### src/rtl/knight_pkg.sv
`default_nettype none
// ============================================================================
// Module   : knight_pkg
// Brief    : Shared constants, state encoding and command packing helper for
//            the knight's-tour command sequencer.
// Revision : 1.0 - initial release
// ============================================================================
package knight_pkg;

    // Moves per tour on a 5x5 board
    localparam int C_NUM_MOVES = 24;

    // cmd_proc opcodes
    localparam logic [3:0] C_OP_MOVE     = 4'h4;
    localparam logic [3:0] C_OP_MOVE_FAN = 4'h5;

    // cmd_proc headings
    localparam logic [7:0] C_HDG_N = 8'h00;
    localparam logic [7:0] C_HDG_W = 8'h3F;
    localparam logic [7:0] C_HDG_S = 8'h7F;
    localparam logic [7:0] C_HDG_E = 8'hBF;

    // Response bytes
    localparam logic [7:0] C_RESP_BUSY = 8'h5A;
    localparam logic [7:0] C_RESP_DONE = 8'hA5;

    // Sequencer states
    typedef enum logic [2:0] {
        ST_IDLE   = 3'd0,
        ST_VERT   = 3'd1,
        ST_WAIT_V = 3'd2,
        ST_HORZ   = 3'd3,
        ST_WAIT_H = 3'd4
    } tour_state_e;

    // Pack a cmd_proc command word {opcode, heading, squares}
    function automatic logic [15:0] mk_cmd(input logic [3:0] op,
                                           input logic [7:0] hdg,
                                           input logic [3:0] sq);
        return {op, hdg, sq};
    endfunction

endpackage
`default_nettype wire

### src/rtl/knight_move_lut.sv
`default_nettype none
// ============================================================================
// Module   : knight_move_lut
// Brief    : Decodes a one-hot knight move into its vertical and horizontal
//            cmd_proc legs. Non-one-hot inputs flag illegal and yield
//            zero-square northward legs.
// Revision : 1.0 - initial release
// ============================================================================
module knight_move_lut
    import knight_pkg::*;
(
    input  logic [7:0]  move,
    output logic [15:0] vert_cmd,
    output logic [15:0] horz_cmd,
    output logic        illegal
);

    // One-hot move to leg decode; bit n encodes a fixed (dx,dy) offset
    always_comb begin
        vert_cmd = mk_cmd(C_OP_MOVE,     C_HDG_N, 4'd0);
        horz_cmd = mk_cmd(C_OP_MOVE_FAN, C_HDG_N, 4'd0);
        illegal  = 1'b0;
        case (move)
            8'h01: begin // (+1,+2)
                vert_cmd = mk_cmd(C_OP_MOVE,     C_HDG_N, 4'd2);
                horz_cmd = mk_cmd(C_OP_MOVE_FAN, C_HDG_E, 4'd1);
            end
            8'h02: begin // (-1,+2)
                vert_cmd = mk_cmd(C_OP_MOVE,     C_HDG_N, 4'd2);
                horz_cmd = mk_cmd(C_OP_MOVE_FAN, C_HDG_W, 4'd1);
            end
            8'h04: begin // (-2,+1)
                vert_cmd = mk_cmd(C_OP_MOVE,     C_HDG_N, 4'd1);
                horz_cmd = mk_cmd(C_OP_MOVE_FAN, C_HDG_W, 4'd2);
            end
            8'h08: begin // (-2,-1)
                vert_cmd = mk_cmd(C_OP_MOVE,     C_HDG_S, 4'd1);
                horz_cmd = mk_cmd(C_OP_MOVE_FAN, C_HDG_W, 4'd2);
            end
            8'h10: begin // (-1,-2)
                vert_cmd = mk_cmd(C_OP_MOVE,     C_HDG_S, 4'd2);
                horz_cmd = mk_cmd(C_OP_MOVE_FAN, C_HDG_W, 4'd1);
            end
            8'h20: begin // (+1,-2)
                vert_cmd = mk_cmd(C_OP_MOVE,     C_HDG_S, 4'd2);
                horz_cmd = mk_cmd(C_OP_MOVE_FAN, C_HDG_E, 4'd1);
            end
            8'h40: begin // (+2,-1)
                vert_cmd = mk_cmd(C_OP_MOVE,     C_HDG_S, 4'd1);
                horz_cmd = mk_cmd(C_OP_MOVE_FAN, C_HDG_E, 4'd2);
            end
            8'h80: begin // (+2,+1)
                vert_cmd = mk_cmd(C_OP_MOVE,     C_HDG_N, 4'd1);
                horz_cmd = mk_cmd(C_OP_MOVE_FAN, C_HDG_E, 4'd2);
            end
            default: illegal = 1'b1;
        endcase
    end

endmodule
`default_nettype wire

### src/rtl/tour_cmd_seq.sv
`default_nettype none
// ============================================================================
// Module   : tour_cmd_seq
// Brief    : Sequences a solved knight's tour into cmd_proc commands (vertical
//            leg, then horizontal leg with fanfare per move) and passes UART
//            commands straight through outside a tour.
//            Optional macro TOUR_MOVE_CHECK_EN adds a sticky mv_err output and
//            aborts the tour on a non-one-hot move.
// Revision : 1.0 - initial release
// ============================================================================
module tour_cmd_seq
    import knight_pkg::*;
#(
    parameter  int NUM_MOVES = C_NUM_MOVES,
    localparam int IW        = $clog2(NUM_MOVES)
)(
    input  logic          clk,
    input  logic          rst,
    input  logic          start_tour,
    input  logic [7:0]    move,
    output logic [IW-1:0] mv_indx,
    input  logic [15:0]   cmd_UART,
    input  logic          cmd_rdy_UART,
    input  logic          clr_cmd_rdy,
    input  logic          send_resp,
`ifdef TOUR_MOVE_CHECK_EN
    output logic          mv_err,
`endif
    output logic [15:0]   cmd,
    output logic          cmd_rdy,
    output logic [7:0]    resp
);

    localparam logic [2:0] S_IDLE   = ST_IDLE;
    localparam logic [2:0] S_VERT   = ST_VERT;
    localparam logic [2:0] S_WAIT_V = ST_WAIT_V;
    localparam logic [2:0] S_HORZ   = ST_HORZ;
    localparam logic [2:0] S_WAIT_H = ST_WAIT_H;

    localparam logic [IW-1:0] C_LAST = IW'(NUM_MOVES - 1);

    logic [2:0]    r_state;
    logic [IW-1:0] r_mv_indx;
    logic [15:0]   w_vert_cmd;
    logic [15:0]   w_horz_cmd;
    logic          w_illegal;
    logic          w_last;

    knight_move_lut u_lut (
        .move     (move),
        .vert_cmd (w_vert_cmd),
        .horz_cmd (w_horz_cmd),
        .illegal  (w_illegal)
    );

    assign w_last  = (r_mv_indx == C_LAST);
    assign mv_indx = r_mv_indx;

`ifdef TOUR_MOVE_CHECK_EN
    logic r_mv_err;
    assign mv_err = r_mv_err;

    // Sticky illegal-move flag, set when VERT sees a non-one-hot move
    always_ff @(posedge clk) begin
        if (rst)
            r_mv_err <= 1'b0;
        else if (r_state == S_VERT && w_illegal)
            r_mv_err <= 1'b1;
    end
`else
    // Illegal moves fall through to zero-square legs; flag is not needed
    logic w_unused_illegal;
    assign w_unused_illegal = w_illegal;
`endif

    // Tour FSM and move index counter
    always_ff @(posedge clk) begin
        if (rst) begin
            r_state   <= S_IDLE;
            r_mv_indx <= '0;
        end else begin
            case (r_state)
                S_IDLE: begin
                    if (start_tour) begin
                        r_state   <= S_VERT;
                        r_mv_indx <= '0;
                    end
                end
                S_VERT: begin
`ifdef TOUR_MOVE_CHECK_EN
                    if (w_illegal) begin
                        r_state   <= S_IDLE;
                        r_mv_indx <= '0;
                    end else if (clr_cmd_rdy)
                        r_state <= S_WAIT_V;
`else
                    if (clr_cmd_rdy)
                        r_state <= S_WAIT_V;
`endif
                end
                S_WAIT_V: begin
                    if (send_resp)
                        r_state <= S_HORZ;
                end
                S_HORZ: begin
                    if (clr_cmd_rdy)
                        r_state <= S_WAIT_H;
                end
                S_WAIT_H: begin
                    if (send_resp) begin
                        if (w_last) begin
                            r_state   <= S_IDLE;
                            r_mv_indx <= '0;
                        end else begin
                            r_state   <= S_VERT;
                            r_mv_indx <= r_mv_indx + 1'b1;
                        end
                    end
                end
                default: r_state <= S_IDLE;
            endcase
        end
    end

    // Output muxing: UART pass-through in IDLE, tour legs otherwise
    always_comb begin
        cmd     = w_vert_cmd;
        cmd_rdy = 1'b0;
        resp    = C_RESP_BUSY;
        case (r_state)
            S_IDLE: begin
                cmd     = cmd_UART;
                cmd_rdy = cmd_rdy_UART;
                resp    = C_RESP_DONE;
            end
            S_VERT: begin
                cmd = w_vert_cmd;
`ifdef TOUR_MOVE_CHECK_EN
                cmd_rdy = ~w_illegal;
`else
                cmd_rdy = 1'b1;
`endif
            end
            S_WAIT_V: cmd = w_vert_cmd;
            S_HORZ: begin
                cmd     = w_horz_cmd;
                cmd_rdy = 1'b1;
            end
            S_WAIT_H: begin
                cmd  = w_horz_cmd;
                resp = w_last ? C_RESP_DONE : C_RESP_BUSY;
            end
            default: begin
                cmd     = cmd_UART;
                cmd_rdy = cmd_rdy_UART;
                resp    = C_RESP_DONE;
            end
        endcase
    end

endmodule
`default_nettype wire

### config.mk
export PLATFORM = sky130hd
export DESIGN_NAME = tour_cmd_seq
export DESIGN_NICKNAME = d
export VERILOG_FILES = /design/src/rtl/knight_pkg.sv /design/src/rtl/knight_move_lut.sv /design/src/rtl/tour_cmd_seq.sv
export SDC_FILE = /design/constraint.sdc
export NUM_CORES = 1
export LEC_CHECK = 0
export CAP_MARGIN = 20
export CORE_MARGIN = 2
export CORE_UTILIZATION = 41
export CTS_BUF_LIST = sky130_fd_sc_hd__clkbuf_8
export DETAILED_ROUTE_END_ITERATION = 8
export PLACE_DENSITY = 0.94
export SLEW_MARGIN = 30
export SYNTH_ARGS = -nofsm -noshare
export SYNTH_HDL_FRONTEND = slang
export SYNTH_SLANG_ARGS = --single-unit
### constraint.sdc
create_clock -name clk -period 9.8 [get_ports clk]
set_input_delay 2.94 -clock clk [delete_from_list [all_inputs] [get_ports clk]]
set_output_delay 2.94 -clock clk [all_outputs]
set_load 0.01 [all_outputs]
# --- Word-level counts from Yosys, hierarchy flattened ---
# Index checks and enable logic that the tools add are counted.
totals:
  regBits: 8
  latchBits: 0
  ram_bits: 0
  mem_bits_ro: 0
  inputBits: 30
  output_inout_bits: 30
  elab_cells: 55
  memories: 0
classes:
  addsub: 1
  multipliers: 0
  div_mod_pow: 0
  magnitude_cmp: 0
  eq_ne: 18
  n_shift: 0
  mux: 17
  bitwise_logic: 0
  reduce_logical: 17
ops:
  columns: ["cell", "count"]
  rows:
  - ["$pmux W12 S4", 1]
  - ["$pmux W11 S4", 1]
  - ["$pmux W16 S2", 1]
  - ["$reduce_or A2 Y1", 12]
  - ["$pmux W8 S2", 1]
  - ["$mux W3", 5]
  - ["$mux W5", 3]
  - ["$pmux W3 S5", 1]
  - ["$ne A2 B2 Y1 const B", 5]
  - ["$pmux W5 S2", 1]
  - ["$eq A8 B1 Y1 const B", 1]
  - ["$eq A8 B2 Y1 const B", 1]
  - ["$eq A8 B3 Y1 const B", 1]
  - ["$eq A8 B4 Y1 const B", 1]
  - ["$eq A8 B5 Y1 const B", 1]
  - ["$eq A8 B6 Y1 const B", 1]
  - ["$eq A8 B7 Y1 const B", 1]
  - ["$eq A8 B8 Y1 const B", 1]
  - ["$mux W8", 1]
  - ["$eq A3 B2 Y1 const B", 2]
  - ["$add A5 B1 Y5 const B", 1]
  - ["$eq A5 B5 Y1 const B", 1]
  - ["$reduce_and A5 Y1", 1]
  - ["$eq A3 B1 Y1 const B", 1]
  - ["other kinds (7)", 7]

# --- Depth between registers and ports, before layout ---
depth:
  word_depth: 4
  depth_mapped: 7
  ltp_nobuf: 6

# --- Modules after synthesis ---
# A second synthesis with hierarchy kept.
hier_totals:
  hier_cells: 240
  area_unflattened_um2: 1818.0
by_module_without_submodules:
  columns: ["mod", "instances", "cells_each", "area_each_um2", "seq_area_each_um2"]
  rows:
  - ["tour_cmd_seq", 1, 180, 1363.8, 160.2]
  - ["knight_move_lut", 1, 60, 454.2, 0.0]

# --- Worst setup path before layout ---
# No wires, ideal clock.
synth_path:
  path_kind: "input port to output port"
  from: "input move[6]"
  to: "output cmd[4]"
  t_arrival_ps: 4260
  required_ps: 6860
  slack_ps: 2600
  path_stages: 6
  n_path_buf: 1
  cell_sequence: "buf_2 > or4b_4 > o31ai_2 > o211ai_1 > a32oi_2 > a21o_1"
synth_between:
  elab_chain_cells: 4
  word_cells_on_any_way: 19
  cone_classes: "8 x eq/ne; 3 x mux; 8 x reduce/logical"
synth_lines:
  columns: ["element", "line", "source"]
  rows:
  - ["from (decl)", "tour_cmd_seq.sv:20", "input logic [7:0] move,"]
  - ["$eq A8 B7 Y1, or another cell as far along", null, null]
  - ["$reduce_or A2 Y1 (no source line)", null, null]
  - ["$pmux W12 S4 or $pmux W11 S4 (tied branches)", "knight_move_lut.sv:23", "case (move)"]
  - ["$pmux W16 S2 (*)", "tour_cmd_seq.sv:130", "case (r_state)"]
  - ["to (decl)", "tour_cmd_seq.sv:29", "output logic [15:0] cmd,"]
# Every way passes the cells marked *; elsewhere a longest branch is shown, timed or not.

# --- Worst setup path in the final report ---
layout_path:
  from: "input move[5]"
  to: "output cmd[6]"
# The elaborated chain is that of the path after synthesis.

==> summary.md <==
| Metric | Value |
|---|---|
| Placed Cells | 211 |
| Met2 GRT Util | 0.426 |
| Max-slew violation count | 0 |
| Slowest cell on crit path | clkdlybuf4s50_1 |
| WL per Instance | 14.6 um |
| Cell variety after synth | 47 |
| Vias in the first global route | roughly 1200 |
| Simple-gate share of the synthesized area | 0.301 |
| Crit path required time | between 6 and 7 ns |
| Final setup TNS | 0 ns |
| Worst Slack Setup Final | 1.47 ns |
| Hold_sp | mv_indx[1] |
| Largest family of logic cells by synthesized area | compound AO/OA/AOI/OAI gates |
| CTS root buf | clkbuf_8 |
| FF-to-FF path depth | 4 |
| FMAX | 120 MHz |
| Fin. Hold Viols | 0 |
| Pint | 0.000109 W |
| Min Tclk post-route | 8.33 ns |
| Die area | 2830 sq um |
| Clock sinks | 8 |
| All-Layer GR Usage | 0.235 |
| CP top delay family | buffers and inverters |
| Critical path class | input port to primary output |
| XOR/XNOR share of the synthesized area | 0.0441 |
| ANT cells | 0 |
| Worst path bufs/invs | 2 |
| Num CTS Buffers | 3 |
| Routed wire length | 3120 um |
| Clock transition at path regs | 0.04 ns |
| Mapped Area | roughly 1000 sq um |
| Pwr/cell area | 104 nW/um^2 |
| Area Overhead vs Synth | 57.4% |
| Post-synth EDFFs | 0 |
| Total power draw | 0.000163 W |
| Reg2reg start | r_state[1] |
| Switching share of power | 0.328 |
| Clock Path Buffers | 2 |
| Adder-cell area share of the yosys netlist | 0.0126 |
| Layout cells sized above 1 | 0.0484 |
| Max FO, Critical Path | 10 |
| Synth Flop Type | dfxtp_1 |
| Postcts setup bufs | 0 |
| Comb pwr share | 0.530 |
| CP Launch Type | input port |
| Least-Margin Pin Slew | roughly 0.79 ns |
| Slew margin rel. | 0.473 |
| Commonest cells in the netlist | o21ai_0 (14), nor2_1 (12), a21oi_1 (10), dfxtp_1 (8) |
| End of the worst register-to-register path | mv_indx[4] |
| Number of synthesized register bits | 8 |
| Post-layout util | 0.694 |
| Io pins | 60 |
| Status | completed |
| Hold_buf cts | 0 |
| Critical path endpoint category | primary output |
| Core area | 2250 sq um |
| Post-synthesis sequential area ratio | 0.161 |
| Post-cts sizing count | 0 |
| First DRT Iteration DRCs | 38 |
| CP dominant cell by count | clkdlybuf4s50_1 |
| P_sw | 0.0000533 W |
| RSZ-0062 raised after global routing | false |
| CTS tree | built |
| GR met1 Demand/Resource | 0.263 |
| Yosys top cell by area | dfxtp_1 |
| Share of flip-flops with an asynchronous set or reset | 0 |
| Routed vias | around 1300 |
| Routed vias/inst | 5.86 |
| Drt first pass iters | 4 |
| Post-DP HPWL | 2460 um |
| R2R Setup Slk | between 7 and 8 ns |
| Top cell type's share of synthesized area | 0.161 |
| Pre-CTS WS | 1.46 ns |
| Cell Count, Final, Fillers Out | 214 |
| Max Clock Skew | 0.00501 ns |
| Synthesized netlist cell count | 140 |
| GRT Max-Usage Layer | met2 |
| Initial antenna violation count | 0 |
| Min-Delay Endpoint | mv_indx[1] |
| # rows | 17 |
| Post-synthesis mux area share | 0.0214 |
| Hold crit path type | flip-flop to flip-flop |
| Post-layout nets | 219 |
| Largest net degree at the start of global routing | 23 |
| Routability cong. | between 0.8 and 0.9 |
| Synth Area in Compound Gates | 0.340 |
| Global-route wire length before repair | 4980 um |
| Die width | 53.2 um |
| Synth Area per Inst | 7.10 sq um |
| CP arrival | between 5 and 6 ns |
| Skew-Pair Late Insertion Delay | 0.23 ns |
| Tcrit/Tclk final | 0.850 |
| Top-count cell post-synth | o21ai_0 |
| Die Y | 53.2 um |
| Hold depth | 2 |
| CP cell instances | clkdlybuf4s50_1 > or4b_4 > o31ai_2 > o211ai_1 > a32oi_2 > a21o_1 > clkdlybuf4s50_1 |
| # setup viols final | 0 |
| Yosys warns | 0 |
| Max-cap violations | 0 |
| Clk network pwr share | 0.243 |
| GRT met3 Usage | 0.0763 |
| Leak | between 0.5 and 0.6 nW |
| Synth Net Count | 171 |
| Initial Util | 0.441 |
| Drt drc | 0 |
| Flop pwr share | 0.227 |
| Post-DRT Antenna Nets | 0 |
| Slowest stage delay, CP | 0.66 ns |
| Peak VDD IR | 0.0855 mV |
| CTS HTree Levels | 1 |
| Top cells by area, synth | dfxtp_1 (16%), o21ai_0 (7.1%), buf_4 (5.3%) |
| IO buf count | 59 |
| Total grt overflow | 0 |
final cells by class:
type	count	area (sq um)
clock buffers	3	41.3
fillers	184	691
inverters	6	22.5
multi-input cells	110	714
flip-flops and latches	8	160
well taps	28	35.0
repair buffers	59	591
logic make-up (layout without fill, tap and decap cells):
family / count (synthesis) / in the layout
and+or+nand+nor: 52 / 52
DFF: 8 / 8
adders and majority gates: 1 / 1
buffers and inverters: 22 / 68
xor gates and xnor gates: 5 / 5
muxes: 2 / 2
AOI/OAI and AO/OA: 50 / 50
worst max path at each step:
stage | end | slack (ns) | startpoint | cells past startpoint
after floorplan | cmd[4] | 2.60 | move[6] | 6
after global placement | cmd[6] | 1.55 | move[5] | 7
after detailed placement | cmd[6] | 1.46 | move[5] | 7
after CTS | cmd[6] | 1.45 | move[5] | 7
after global routing | cmd[5] | 1.33 | move[5] | 7
final | cmd[6] | 1.47 | move[5] | 7
per-layer routing:
metal  wire length (um)  up-vias
met3                293        0
met4                  0        0
met1               1210      580
li1                   -      608
met2               1620       65
met5                  0        -
power by group through the flow:
stage	Clock (W)	Sequential [W]	Combinational [W]
after global placement	0	0.0000371	0.0000835
after global routing	0.0000422	0.0000370	0.0000932
after floorplan	0	0.0000348	0.0000474
after CTS	0.0000398	0.0000367	0.0000867
final	0.0000395	0.0000368	0.0000862
after detailed placement	0	0.0000372	0.0000862
per-stage QoR:
| stage | instance area [sq um] | hold WS (ns) |
|---|---|---|
| after detailed placement | 1520 | 0.498 |
| final | 1560 | 0.510 |
| after global placement | 1520 | 0.479 |
| after CTS | 1560 | 0.507 |
| after floorplan | 993 | 0.504 |
| after global routing | 1560 | 0.555 |
state kept, by name (all words and copies together) (netlist names):
register / cells
mv_indx: 5
r_state: 3
placed cells by master, fill, tap and decap left out, types with 3 or more instances in the layout:
master	n
dfxtp_1	8
nand3_1	5
o21ai_0	14
nand2_1	7
xor2_1	4
nor2b_1	4
nor4_1	3
a21o_1	6
inv_1	6
nor2_1	12
clkdlybuf4s50_1	59
a21oi_1	10
nor4b_1	5
clkbuf_8	3
and2_1	4
worst register-to-register path: cells and delay by family, from the launching register on:
family | cells | cell delay [ns]
simple gates | 3 | 1.47
flops | 1 | 0.46
compound gates | 1 | 0.18
No activity file was read; power rests on OpenSTA's default activity.
